### config.mk
export PLATFORM = sky130hd
export DESIGN_NAME = lsu_ctrl_flat
export DESIGN_NICKNAME = d
export VERILOG_FILES = /design/src/rtl/lsu_pkg.sv /design/src/rtl/lsu_ctrl_if.sv /design/src/rtl/lsu_align.sv /design/src/rtl/lsu_ctrl.sv /design/src/flat_wrapper.sv
export SDC_FILE = /design/constraint.sdc
export NUM_CORES = 1
export LEC_CHECK = 0
export CAP_MARGIN = 20
export CELL_PAD_IN_SITES_DETAIL_PLACEMENT = 2
export CELL_PAD_IN_SITES_GLOBAL_PLACEMENT = 2
export CORE_MARGIN = 2
export CORE_UTILIZATION = 36
export CTS_BUF_LIST = sky130_fd_sc_hd__clkbuf_8
export DETAILED_ROUTE_END_ITERATION = 10
export DONT_BUFFER_PORTS = 1
export PLACE_DENSITY_LB_ADDON = 0.05
export RECOVER_POWER = 25
export SETUP_SLACK_MARGIN = 0.02
export SLEW_MARGIN = 20
export SYNTH_ARGS = -nofsm -noshare
export SYNTH_HDL_FRONTEND = slang
export SYNTH_SLANG_ARGS = --single-unit
### constraint.sdc
create_clock -name clk -period 2.7 [get_ports clk]
set_clock_uncertainty 0.05 [all_clocks]
set_input_delay 0.54 -clock clk [delete_from_list [all_inputs] [get_ports clk]]
set_output_delay 0.54 -clock clk [all_outputs]
set_load 0.02 [all_outputs]
### src/rtl/lsu_pkg.sv
`default_nettype none
// ============================================================================
// Module      : lsu_pkg
// Description : Shared definitions for the load/store controller: access-size
//               encodings, FSM state type and the request legality check.
// Revision    : 1.0 - initial release
// ============================================================================
package lsu_pkg;

  // Access-size encodings as presented on req_size
  localparam logic [1:0] SZ_BYTE = 2'b00;
  localparam logic [1:0] SZ_HALF = 2'b01;
  localparam logic [1:0] SZ_WORD = 2'b10;
  localparam logic [1:0] SZ_ILL  = 2'b11;

  typedef enum logic [1:0] {
    IDLE = 2'd0,
    ACC0 = 2'd1,
    ACC1 = 2'd2,
    RESP = 2'd3
  } lsu_state_t;

  // Returns 1 when a request must be rejected: illegal size, misaligned word,
  // or any touched byte lying beyond the last memory word. A halfword only
  // needs byte alignment because it is issued as two byte accesses, so its
  // second byte (addr+1) is range-checked separately.
  function automatic logic lsu_req_err(input logic [1:0]  size,
                                       input logic [31:0] addr,
                                       input int          mem_words);
    logic [31:0] addr_nxt;
    logic [31:0] lim;
    logic        err;
    addr_nxt = addr + 32'd1;
    lim      = 32'(mem_words);
    err      = 1'b0;
    if (size == SZ_ILL) err = 1'b1;
    if ((size == SZ_WORD) && (addr[1:0] != 2'b00)) err = 1'b1;
    if ({2'b00, addr[31:2]} >= lim) err = 1'b1;
    if ((size == SZ_HALF) && ({2'b00, addr_nxt[31:2]} >= lim)) err = 1'b1;
    return err;
  endfunction

endpackage
`default_nettype wire

### src/rtl/lsu_ctrl_if.sv
`default_nettype none
// ============================================================================
// Module      : lsu_req_if / lsu_mem_if
// Description : Bus bundles for the load/store controller.
//               lsu_req_if : CPU-side request/response handshake.
//                 master = CPU (drives req_*), slave = controller.
//               lsu_mem_if : byte-lane data memory pins.
//                 master = controller (drives addr/din/we/B/ExtOp),
//                 slave  = memory (drives dout).
// Revision    : 1.0 - initial release
// ============================================================================
interface lsu_req_if;
  logic        req_valid;
  logic        req_ready;
  logic        req_we;
  logic [1:0]  req_size;
  logic        req_sign;
  logic [31:0] req_addr;
  logic [31:0] req_wdata;
  logic        resp_valid;
  logic [31:0] resp_rdata;
  logic        resp_err;

  modport master (
    output req_valid, req_we, req_size, req_sign, req_addr, req_wdata,
    input  req_ready, resp_valid, resp_rdata, resp_err
  );

  modport slave (
    input  req_valid, req_we, req_size, req_sign, req_addr, req_wdata,
    output req_ready, resp_valid, resp_rdata, resp_err
  );
endinterface

interface lsu_mem_if;
  logic [31:0] mem_addr;
  logic [31:0] mem_din;
  logic        mem_we;
  logic        mem_B;
  logic        mem_ExtOp;
  logic [31:0] mem_dout;

  modport master (
    output mem_addr, mem_din, mem_we, mem_B, mem_ExtOp,
    input  mem_dout
  );

  modport slave (
    input  mem_addr, mem_din, mem_we, mem_B, mem_ExtOp,
    output mem_dout
  );
endinterface
`default_nettype wire

### src/rtl/lsu_align.sv
`default_nettype none
// ============================================================================
// Module      : lsu_align
// Description : Combinational read-data formatter. Produces the load result
//               from the memory read data for the current access size.
// Ports       : size_i   - access size (SZ_BYTE/SZ_HALF/SZ_WORD)
//               sign_i   - 1 = sign-extend, 0 = zero-extend
//               byte0_i  - low byte of a halfword, captured by the first access
//               dout_i   - memory read data of the current access
//               rdata_o  - formatted load result
// Revision    : 1.0 - initial release
// ============================================================================
module lsu_align
  import lsu_pkg::*;
(
  input  logic [1:0]  size_i,
  input  logic        sign_i,
  input  logic [7:0]  byte0_i,
  input  logic [31:0] dout_i,
  output logic [31:0] rdata_o
);

  // The second half access is a byte read, so the high byte of the halfword
  // arrives in the low lane of dout.
  logic [15:0] w_half;
  assign w_half = {dout_i[7:0], byte0_i};

  always_comb begin
    rdata_o = dout_i;
    case (size_i)
      SZ_BYTE: rdata_o = {{24{sign_i & dout_i[7]}}, dout_i[7:0]};
      SZ_HALF: rdata_o = {{16{sign_i & w_half[15]}}, w_half};
      default: rdata_o = dout_i;
    endcase
  end

endmodule
`default_nettype wire

### src/rtl/lsu_ctrl.sv
`default_nettype none
// ============================================================================
// Module      : lsu_ctrl
// Description : Load/store initiator between the CPU MEM stage and a byte-lane
//               data memory. One request at a time; checks alignment/range,
//               drives registered memory pins and returns one response pulse.
//               Halfwords are split into two little-endian byte accesses.
// Ports       : clk, rst_n    - clock, asynchronous active-low reset
//               req (slave)   - request/response handshake
//               mem (master)  - memory addr/din/we/B/ExtOp, dout returned
//               stat_loads/stat_stores/stat_errs - saturating counters,
//                               present only when LSU_STATS_EN is defined
// Config      : `define LSU_STATS_EN to add the statistics counters.
// Revision    : 1.0 - initial release
// ============================================================================
module lsu_ctrl
  import lsu_pkg::*;
#(
  parameter int MEM_WORDS = 128,
  parameter int STAT_W    = 16
) (
  input  logic             clk,
  input  logic             rst_n,
  lsu_req_if.slave         req,
  lsu_mem_if.master        mem
`ifdef LSU_STATS_EN
  ,
  output logic [STAT_W-1:0] stat_loads,
  output logic [STAT_W-1:0] stat_stores,
  output logic [STAT_W-1:0] stat_errs
`endif
);

  lsu_state_t  state_q, state_d;
  logic        we_q, we_d;
  logic        sign_q, sign_d;
  logic [1:0]  size_q, size_d;
  logic [7:0]  wdata_hi_q, wdata_hi_d;
  logic [7:0]  byte0_q, byte0_d;
  logic [31:0] rdata_q, rdata_d;
  logic        err_q, err_d;
  logic [31:0] mem_addr_q, mem_addr_d;
  logic [31:0] mem_din_q, mem_din_d;
  logic        mem_we_q, mem_we_d;
  logic        mem_b_q, mem_b_d;
  logic        mem_ext_q, mem_ext_d;
  logic [31:0] w_load_data;
  logic        w_req_err;

  assign w_req_err = lsu_req_err(req.req_size, req.req_addr, MEM_WORDS);

  lsu_align u_align (
    .size_i  (size_q),
    .sign_i  (sign_q),
    .byte0_i (byte0_q),
    .dout_i  (mem.mem_dout),
    .rdata_o (w_load_data)
  );

  // --------------------------------------------------------------------------
  // State register. Every memory pin is a flop so it is stable across the
  // negedge at which the memory commits writes; reset drops mem_we at once.
  // --------------------------------------------------------------------------
  always_ff @(posedge clk or negedge rst_n) begin
    if (!rst_n) begin
      state_q    <= IDLE;
      we_q       <= 1'b0;
      sign_q     <= 1'b0;
      size_q     <= SZ_BYTE;
      wdata_hi_q <= 8'h00;
      byte0_q    <= 8'h00;
      rdata_q    <= 32'h0;
      err_q      <= 1'b0;
      mem_addr_q <= 32'h0;
      mem_din_q  <= 32'h0;
      mem_we_q   <= 1'b0;
      mem_b_q    <= 1'b0;
      mem_ext_q  <= 1'b0;
    end else begin
      state_q    <= state_d;
      we_q       <= we_d;
      sign_q     <= sign_d;
      size_q     <= size_d;
      wdata_hi_q <= wdata_hi_d;
      byte0_q    <= byte0_d;
      rdata_q    <= rdata_d;
      err_q      <= err_d;
      mem_addr_q <= mem_addr_d;
      mem_din_q  <= mem_din_d;
      mem_we_q   <= mem_we_d;
      mem_b_q    <= mem_b_d;
      mem_ext_q  <= mem_ext_d;
    end
  end

  // --------------------------------------------------------------------------
  // Next-state logic
  // --------------------------------------------------------------------------
  always_comb begin
    state_d    = state_q;
    we_d       = we_q;
    sign_d     = sign_q;
    size_d     = size_q;
    wdata_hi_d = wdata_hi_q;
    byte0_d    = byte0_q;
    rdata_d    = rdata_q;
    err_d      = err_q;
    mem_addr_d = mem_addr_q;
    mem_din_d  = mem_din_q;
    mem_we_d   = mem_we_q;
    mem_b_d    = mem_b_q;
    mem_ext_d  = mem_ext_q;

    case (state_q)
      IDLE: begin
        if (req.req_valid) begin
          // Request fields are captured here and never looked at again.
          we_d       = req.req_we;
          sign_d     = req.req_sign;
          size_d     = req.req_size;
          wdata_hi_d = req.req_wdata[15:8];
          rdata_d    = 32'h0;
          if (w_req_err) begin
            err_d    = 1'b1;
            mem_we_d = 1'b0;
            state_d  = RESP;
          end else begin
            err_d      = 1'b0;
            mem_addr_d = req.req_addr;
            mem_we_d   = req.req_we;
            mem_b_d    = (req.req_size != SZ_WORD);
            // Halfword bytes are merged and extended here, so the memory
            // returns them raw; only a single byte load uses the memory's
            // own extension.
            mem_ext_d  = (req.req_size == SZ_BYTE) && req.req_sign;
            mem_din_d  = (req.req_size == SZ_WORD) ? req.req_wdata
                                                   : {24'h0, req.req_wdata[7:0]};
            state_d    = ACC0;
          end
        end
      end

      ACC0: begin
        if (size_q == SZ_HALF) begin
          byte0_d    = mem.mem_dout[7:0];
          mem_addr_d = mem_addr_q + 32'd1;
          mem_din_d  = {24'h0, wdata_hi_q};
          state_d    = ACC1;
        end else begin
          rdata_d  = we_q ? 32'h0 : w_load_data;
          mem_we_d = 1'b0;
          state_d  = RESP;
        end
      end

      ACC1: begin
        rdata_d  = we_q ? 32'h0 : w_load_data;
        mem_we_d = 1'b0;
        state_d  = RESP;
      end

      RESP: begin
        err_d   = 1'b0;
        rdata_d = 32'h0;
        state_d = IDLE;
      end

      default: state_d = IDLE;
    endcase
  end

  assign req.req_ready  = (state_q == IDLE);
  assign req.resp_valid = (state_q == RESP);
  assign req.resp_rdata = rdata_q;
  assign req.resp_err   = err_q;

  assign mem.mem_addr  = mem_addr_q;
  assign mem.mem_din   = mem_din_q;
  assign mem.mem_we    = mem_we_q;
  assign mem.mem_B     = mem_b_q;
  assign mem.mem_ExtOp = mem_ext_q;

`ifdef LSU_STATS_EN
  // --------------------------------------------------------------------------
  // Saturating completion counters, bumped once per response.
  // --------------------------------------------------------------------------
  localparam logic [STAT_W-1:0] STAT_ONE = STAT_W'(1);
  localparam logic [STAT_W-1:0] STAT_MAX = {STAT_W{1'b1}};

  logic [STAT_W-1:0] loads_q, stores_q, errs_q;

  always_ff @(posedge clk or negedge rst_n) begin
    if (!rst_n) begin
      loads_q  <= '0;
      stores_q <= '0;
      errs_q   <= '0;
    end else if (state_q == RESP) begin
      if (err_q) begin
        if (errs_q != STAT_MAX) errs_q <= errs_q + STAT_ONE;
      end else if (we_q) begin
        if (stores_q != STAT_MAX) stores_q <= stores_q + STAT_ONE;
      end else begin
        if (loads_q != STAT_MAX) loads_q <= loads_q + STAT_ONE;
      end
    end
  end

  assign stat_loads  = loads_q;
  assign stat_stores = stores_q;
  assign stat_errs   = errs_q;
`endif

endmodule
`default_nettype wire

### src/flat_wrapper.sv
// flat-port wrapper written by rule: the top's interface ports become plain ports
module lsu_ctrl_flat import lsu_pkg::*;
#(
  parameter int MEM_WORDS = 128,
  parameter int STAT_W    = 16
)
  (clk, rst_n, req_req_valid, req_req_we, req_req_size, req_req_sign, req_req_addr, req_req_wdata, req_req_ready, req_resp_valid, req_resp_rdata, req_resp_err, mem_mem_addr, mem_mem_din, mem_mem_we, mem_mem_B, mem_mem_ExtOp, mem_mem_dout);
  lsu_req_if req_i ();
  lsu_mem_if mem_i ();
  input  logic clk;
  input  logic rst_n;
  input wire logic [$bits(req_i.req_valid)-1:0] req_req_valid;
  input wire logic [$bits(req_i.req_we)-1:0] req_req_we;
  input wire logic [$bits(req_i.req_size)-1:0] req_req_size;
  input wire logic [$bits(req_i.req_sign)-1:0] req_req_sign;
  input wire logic [$bits(req_i.req_addr)-1:0] req_req_addr;
  input wire logic [$bits(req_i.req_wdata)-1:0] req_req_wdata;
  output wire logic [$bits(req_i.req_ready)-1:0] req_req_ready;
  output wire logic [$bits(req_i.resp_valid)-1:0] req_resp_valid;
  output wire logic [$bits(req_i.resp_rdata)-1:0] req_resp_rdata;
  output wire logic [$bits(req_i.resp_err)-1:0] req_resp_err;
  output wire logic [$bits(mem_i.mem_addr)-1:0] mem_mem_addr;
  output wire logic [$bits(mem_i.mem_din)-1:0] mem_mem_din;
  output wire logic [$bits(mem_i.mem_we)-1:0] mem_mem_we;
  output wire logic [$bits(mem_i.mem_B)-1:0] mem_mem_B;
  output wire logic [$bits(mem_i.mem_ExtOp)-1:0] mem_mem_ExtOp;
  input wire logic [$bits(mem_i.mem_dout)-1:0] mem_mem_dout;
  assign req_i.req_valid = req_req_valid;
  assign req_i.req_we = req_req_we;
  assign req_i.req_size = req_req_size;
  assign req_i.req_sign = req_req_sign;
  assign req_i.req_addr = req_req_addr;
  assign req_i.req_wdata = req_req_wdata;
  assign req_req_ready = req_i.req_ready;
  assign req_resp_valid = req_i.resp_valid;
  assign req_resp_rdata = req_i.resp_rdata;
  assign req_resp_err = req_i.resp_err;
  assign mem_mem_addr = mem_i.mem_addr;
  assign mem_mem_din = mem_i.mem_din;
  assign mem_mem_we = mem_i.mem_we;
  assign mem_mem_B = mem_i.mem_B;
  assign mem_mem_ExtOp = mem_i.mem_ExtOp;
  assign mem_i.mem_dout = mem_mem_dout;
  lsu_ctrl #(.MEM_WORDS(MEM_WORDS), .STAT_W(STAT_W)) u_core (.clk(clk), .rst_n(rst_n), .req(req_i), .mem(mem_i));
endmodule
Word level (Yosys, flattened, before mapping)
Cells that the tools add are included.
{"block": "totals", "reg_bits": 122, "word_cells": 77, "output_inout_bits": 102, "inputBits": 103}
{"block": "classes", "magnitude_cmp": 2, "add_sub_neg": 2, "bitwise": 2, "n_reduce_logical": 17, "eq_ne": 12, "mux": 29}
{"operator": "$mux 32", "n": 10}
{"operator": "$pmux 32 s2", "n": 3}
{"operator": "$pmux 32 s4", "n": 1}
{"operator": "$add 32x1->32 const B", "n": 2}
{"operator": "$ge 30x8->1 const B", "n": 2}
{"operator": "$mux 1", "n": 10}
{"operator": "$eq 2x2->1 const B", "n": 4}
{"operator": "$ne 2x2->1 const B", "n": 4}
{"operator": "$pmux 2 s4", "n": 1}
{"operator": "$reduce_and 2->1", "n": 4}
{"operator": "$eq 2x1->1 const B", "n": 3}
{"operator": "$logic_not 2->1", "n": 3}
{"operator": "$reduce_and 3->1", "n": 2}
{"operator": "$reduce_bool 2->1", "n": 3}
{"operator": "$mux 2", "n": 2}
{"operator": "$reduce_and 4->1", "n": 1}
{"operator": "$logic_and 1x1->1", "n": 3}
{"operator": "$pmux 1 s3", "n": 1}
{"operator": "$reduce_bool 3->1", "n": 1}
{"operator": "$ne 2x1->1 const B", "n": 1}
{"operator": "$pmux 1 s2", "n": 1}
{"operator": "$and 1x1->1", "n": 1}
{"operator": "$not 1->1", "n": 1}

Depth between registers and ports, before layout
{"block": "depth", "word_depth": 8, "ltp_mapped": 10, "depth_no_buf": 8}

By module
Synthesis repeated with hierarchy kept, for this count alone.
{"block": "hier_totals", "hier_cells": 710, "hier_area_um2": 6587.6}
{"mod": "lsu_ctrl", "area_each_um2": 6147.1, "seq_area_each_um2": 3052.9, "cells_per_inst": 637, "n_inst": 1}
{"mod": "lsu_align", "area_each_um2": 440.4, "seq_area_each_um2": 0.0, "cells_per_inst": 73, "n_inst": 1}

Worst setup path before layout
No wires, ideal clock.
{"block": "synth_path", "path_type": "in2reg", "start": "input port req_req_addr[8]", "end": "register u_core.mem_addr_q[16], in the netlist u_core.mem.mem_addr[16]", "path_buffers": 1, "arrival_time_ps": 2253, "stages": 7, "required_time_ps": 2563, "path_slack_ps": 310, "setup_time_ps": 87, "path_cell_list": "nand4_1 or4_4 o2111ai_4 a31oi_1 buf_2 or4_1 o211ai_1"}
{"block": "synth_via", "elab_chain_len": 6, "word_cells_on_any_way": 8, "classes_between": "add/sub: 1; order compare: 2; eq/ne: 1; mux: 2; reduce/logical: 2"}
{"element": "from (decl)", "line_no": "flat_wrapper.sv:16", "text": "input wire logic [$bits(req_i.req_addr)-1:0] req_req_addr;"}
{"element": "$add 32x1->32", "line_no": "lsu_pkg.sv:33", "text": "addr_nxt = addr + 32'd1;"}
{"element": "$ge 30x8->1", "line_no": "lsu_pkg.sv:39", "text": "if ((size == SZ_HALF) && ({2'b00, addr_nxt[31:2]} >= lim)) err = 1'b1;"}
{"element": "$logic_and 1x1->1", "line_no": "lsu_pkg.sv:39"}
{"element": "$mux 1 *", "line_no": "lsu_pkg.sv:39"}
{"element": "$ne 2x2->1 (no line) *"}
{"element": "$reduce_and 4->1 (no line) *"}
{"element": "to (signal assigned)", "line_no": "lsu_ctrl.sv:88", "text": "mem_addr_q <= mem_addr_d;"}
{"element": "to (decl)", "line_no": "lsu_ctrl.sv:42", "text": "logic [31:0] mem_addr_q, mem_addr_d;"}
Every way passes the cells marked *; elsewhere a longest branch is shown, timed or not.
A chain may end at the register's enable or synchronous reset.

Final worst setup path
{"block": "layout_path", "start": "register u_core.mem_addr_q[13], in the netlist u_core.mem.mem_addr[13]", "end": "register u_core.mem_addr_q[28], in the netlist u_core.mem.mem_addr[28]"}
{"block": "layout_via", "elab_chain_len": 3}
{"element": "$add 32x1->32", "line_no": "lsu_ctrl.sv:146", "text": "mem_addr_d = mem_addr_q + 32'd1;"}
{"element": "$mux 32", "line_no": "lsu_ctrl.sv:144", "text": "if (size_q == SZ_HALF) begin"}
{"element": "$pmux 32 s2", "line_no": "lsu_ctrl.sv:114", "text": "case (state_q)"}
No other way between the ends. The select of a mux whose other input is x is not followed.

==> flow_summary.ini <==
[clock_tree]
cts.clk_slew.worst_paths_ps = 80
cts.path.max_buffers = 2
cts_root_buf = sky130_fd_sc_hd__clkbuf_8
cts_setup_buffers = 0
number_of_buffers_created_by_cts = 17
cts_htree_levels = 4
clock_insertion_delay_at_the_later_pin_of_the_skew_report_ps = 440
clock_sink_count = 122
cts_tree = built

[yosys]
synthesis_warnings = 0
synth_compound_gate_area_share_pct = 14.6
synth_top_family_by_area = simple AND/OR/NAND/NOR gates
yosysUniqueCellTypes = 50
syn-num-nets = 738
number_of_register_bits_inferred_by_synthesis = 122
synth-seq-area-share_pct = 51.4
syn_area_um2 = 5940
post-synth-top-area-fraction_pct = 51.4
syn-instance-count = 631
synth_area_leader_cell = sky130_fd_sc_hd__dfrtp_1
yosys.area_share.simple_pct = 22.9
post_synth_main_area_contributors = sky130_fd_sc_hd__dfrtp_1 51%, sky130_fd_sc_hd__nand2_1 7.3%, sky130_fd_sc_hd__nand3_1 4.4%
synth-async-reset-ratio_pct = 100
avg_inst_size_synth_um2 = 9.41
synth_flop_cell = sky130_fd_sc_hd__dfrtp_1
synth_edf_count = 0
synth-xor-area-share_pct = 0.147
post_synth_fa_ha_maj_area_fraction_pct = 0.842
synth.mux.area_fraction_pct = 7.01

[detailed_routing]
wl_met1_um = 8290
routed-wl-met2_um = 9900
drc = 0
route.antenna.remaining_nets = 0
post_drt_wl_per_cell_um = 22.7
first_pass_iters = 4
detailroute.via_count = 5083
wl_um = 20100
top_signal_layer_used = met4
initial_drc_count = 184
routed-wl-met3_um = 1470
avgViaCountPerCell = 5.74

[setup_path]
cp.required_ps = 3000
worst_path_max_delay_cell = sky130_fd_sc_hd__or4_1
critical_path.max_fanout = 6
crit_path_cells = and4_1 > nand4_1 > or4_1 > o21ai_1 > a21oi_1 > a211oi_1
worstPathArrival_ps = 2760
crit_path_max_incr_delay_ps = 670
critPathCaptureType = flip-flop
worst_setup_path_start_kind = flip-flop
crit_type = flip-flop to flip-flop

[sta]
worst_pin_slew_ps = 720
grt_setup_unrepaired = false
slew_violations = 0
hold_viol = 122
finalCriticalPeriod_ps = 2470
finalCritPeriodShare_pct = 91.3
max_slew_margin_pct = 51.9
setup_violations = 0
setup_tns_ps = 0
clock.fmax_mhz = 405
final_hold_slack_ps = -269

[floorplanning]
vertical_die_dimension_um = 132
io_pins = 205
floorplan.rows = 46
initial_core_util_pct = 37.1
dieArea_um2 = 17500
die_x_extent_um = 132
coreArea_um2 = 16000

[finish]
antennaDiodeCount = 0
areaGrowthSynthToFinish_pct = 15.7
fillerInstances = 1742
layout.nets = 763
drive_above_1_share_pct = 15.5

[power]
power_leakage_nw = 2.98
power.total_mw = 8.68
cellPowerDensity_nw_per_um2 = 1260
worst_vdd_rail_ir_drop_mv = 0.565

[hold_path]
tightest_hold_check_type = input pin to async pin

[global_route]
antenna_found_initial = 0
grt_first_pass_wirelength_um = 32800
grt_start_max_net_pins = 123
first_global_vias = 5862
globalRouteTotalUtil_pct = 23.7
gr-total-overflow = 0

[status]
outcome = complete, but fails checks
failed_checks = hold timing

[placed_design]
final_gp_congestion = 0.793
port_buffers = 0
hpwl_um = 14400

[run]
max_cap_viols = 0
==> through the flow <==
stage,area [um2],hold slack (ps),cells,util (%),setup WS [ps]
2_1_floorplan,5940,194,631,-,310
3_3_place_gp,6440,197,853,40.3,159
3_5_place_dp,6440,198,853,40.3,35.7
4_1_cts,6870,-298,885,42.9,186
5_1_grt,6870,-303,885,43.0,29.1
6_report,6870,-269,885,43.0,234
==> Yosys cell counts, types with 2 or more instances <==
| cell type | instances |
|---|---|
| sky130_fd_sc_hd__nor4_1 | 7 |
| sky130_fd_sc_hd__nor3_1 | 11 |
| sky130_fd_sc_hd__nand4b_1 | 4 |
| sky130_fd_sc_hd__buf_1 | 3 |
| sky130_fd_sc_hd__a21o_1 | 3 |
| sky130_fd_sc_hd__ha_1 | 4 |
| sky130_fd_sc_hd__nand2_1 | 116 |
| sky130_fd_sc_hd__o31ai_1 | 4 |
| sky130_fd_sc_hd__o21ai_0 | 40 |
| sky130_fd_sc_hd__clkbuf_1 | 28 |
| sky130_fd_sc_hd__and4_1 | 4 |
| sky130_fd_sc_hd__a311oi_1 | 3 |
| sky130_fd_sc_hd__nand4_1 | 8 |
| sky130_fd_sc_hd__inv_1 | 9 |
| sky130_fd_sc_hd__or4_1 | 10 |
| sky130_fd_sc_hd__dfrtp_1 | 122 |
| sky130_fd_sc_hd__and2_1 | 5 |
| sky130_fd_sc_hd__mux2i_1 | 18 |
| sky130_fd_sc_hd__nand2b_1 | 20 |
| sky130_fd_sc_hd__and3_1 | 2 |
| sky130_fd_sc_hd__a21oi_1 | 36 |
| sky130_fd_sc_hd__mux2_2 | 21 |
| sky130_fd_sc_hd__nor3b_1 | 2 |
| sky130_fd_sc_hd__nor2_1 | 39 |
| sky130_fd_sc_hd__a31oi_1 | 2 |
| sky130_fd_sc_hd__a22o_1 | 16 |
| sky130_fd_sc_hd__a211oi_1 | 8 |
| sky130_fd_sc_hd__nand3_1 | 52 |
| sky130_fd_sc_hd__buf_2 | 5 |
| sky130_fd_sc_hd__o211ai_1 | 9 |
==> power by group <==
group / switching (mW) / internal, mW / leakage (nW) / total, mW
Combinational: 1.84 / 1.16 / 1.26 / 3.00
Clock: 0.838 / 0.930 / 0.202 / 1.77
Sequential: 1.30 / 2.62 / 1.52 / 3.91
Total: 3.97 / 4.71 / 2.98 / 8.68
==> cells in the final DEF (no fill, tap or decap), types with 2 or more instances in the layout <==
| cell | Yosys | final |
|---|---|---|
| sky130_fd_sc_hd__mux2i_1 | 18 | 18 |
| sky130_fd_sc_hd__clkinvlp_4 | 0 | 4 |
| sky130_fd_sc_hd__nand2_1 | 116 | 116 |
| sky130_fd_sc_hd__bufinv_16 | 0 | 3 |
| sky130_fd_sc_hd__nand4b_1 | 4 | 4 |
| sky130_fd_sc_hd__clkinv_4 | 0 | 2 |
| sky130_fd_sc_hd__o211ai_1 | 9 | 9 |
| sky130_fd_sc_hd__a311oi_1 | 3 | 3 |
| sky130_fd_sc_hd__a21o_1 | 3 | 3 |
| sky130_fd_sc_hd__and4_1 | 4 | 4 |
| sky130_fd_sc_hd__a211oi_1 | 8 | 8 |
| sky130_fd_sc_hd__clkbuf_8 | 0 | 17 |
| sky130_fd_sc_hd__nor4_1 | 7 | 7 |
| sky130_fd_sc_hd__mux2_2 | 21 | 21 |
| sky130_fd_sc_hd__inv_6 | 0 | 4 |
| sky130_fd_sc_hd__or4_1 | 10 | 10 |
| sky130_fd_sc_hd__a21oi_1 | 36 | 36 |
| sky130_fd_sc_hd__o31ai_1 | 4 | 4 |
| sky130_fd_sc_hd__dfrtp_1 | 122 | 122 |
| sky130_fd_sc_hd__nor3b_1 | 2 | 2 |
| sky130_fd_sc_hd__a22o_1 | 16 | 16 |
| sky130_fd_sc_hd__nand2b_1 | 20 | 20 |
| sky130_fd_sc_hd__buf_12 | 0 | 3 |
| sky130_fd_sc_hd__buf_4 | 1 | 40 |
| sky130_fd_sc_hd__nand4_1 | 8 | 8 |
| sky130_fd_sc_hd__inv_1 | 9 | 9 |
| sky130_fd_sc_hd__and2_1 | 5 | 5 |
| sky130_fd_sc_hd__ha_1 | 4 | 3 |
| sky130_fd_sc_hd__and3_1 | 2 | 2 |
| sky130_fd_sc_hd__nor2_1 | 39 | 37 |
| sky130_fd_sc_hd__nor3_1 | 11 | 11 |
| sky130_fd_sc_hd__nand3_1 | 52 | 52 |
| sky130_fd_sc_hd__o21ai_0 | 40 | 40 |
==> worst max-delay path: cells and delay by family (launching register included) <==
kind | cells | cell delay, ps
AOI/OAI and AO/OA | 3 | 490
and+or+nand+nor | 3 | 1300
DFF | 1 | 530
==> state kept, by name, indices dropped and copies added (netlist names) <==
name and count:
u_core.mem.mem_ExtOp 1, u_core.mem.mem_din 32, u_core.sign_q 1, u_core.size_q 2, u_core.mem.mem_we 1, u_core.we_q 1, u_core.byte0_q 8, u_core.req.resp_err 1
u_core.state_q 2, u_core.mem.mem_addr 32, u_core.wdata_hi_q 8, u_core.req.resp_rdata 32, u_core.mem.mem_B 1
==> cell families after synthesis <==
family                     count (synthesis)
xor gates and xnor gates                   1
muxes                                     39
AOI/OAI and AO/OA                        134
DFF                                      122
buffers and inverters                     46
and+or+nand+nor                          285
adders and majority gates                  4
==> final cells by class <==
class	count	area (um2)	share of cell area, %
clock buffer	17	234	3.40
clock inverter	15	189	2.75
inverter	9	33.8	0.492
multi-input combinational	463	2730	39.8
sequential	122	3050	44.4
tap	216	270	3.93
timing repair buffer	43	360	5.24
==> what timing repair did <==
action / in CTS / in global routing
gates resized for setup: 0 / 0
setup endpoints to repair: 0 / 0
endpoints found under the hold margin: 122 / 122
==> per-layer routing <==
metal	vias to the layer above	GRT usage [%]
li1	2306	-
met1	2590	28.3
met2	153	40.0
met3	34	7.62
met4	0	8.90
met5	-	0
==> worst paths after layout <==
check | to | slack [ps] | from | cells after the start
min in group clk | u_core.mem.mem_din[14] | 160 | req_req_wdata[14] | 2
hold reg to reg | u_core.byte0_q[0] | 460 | u_core.byte0_q[0] | 1
setup / recovery | u_core.mem.mem_addr[28] | 230 | u_core.mem.mem_addr[13] | 6
hold / removal | u_core.req.resp_err | -270 | rst_n | 0
max in group asynchronous | u_core.mem.mem_addr[4] | 2580 | rst_n | 0
setup reg to reg | u_core.mem.mem_addr[28] | 230 | u_core.mem.mem_addr[13] | 6
Power figures use the tool's default switching activity.
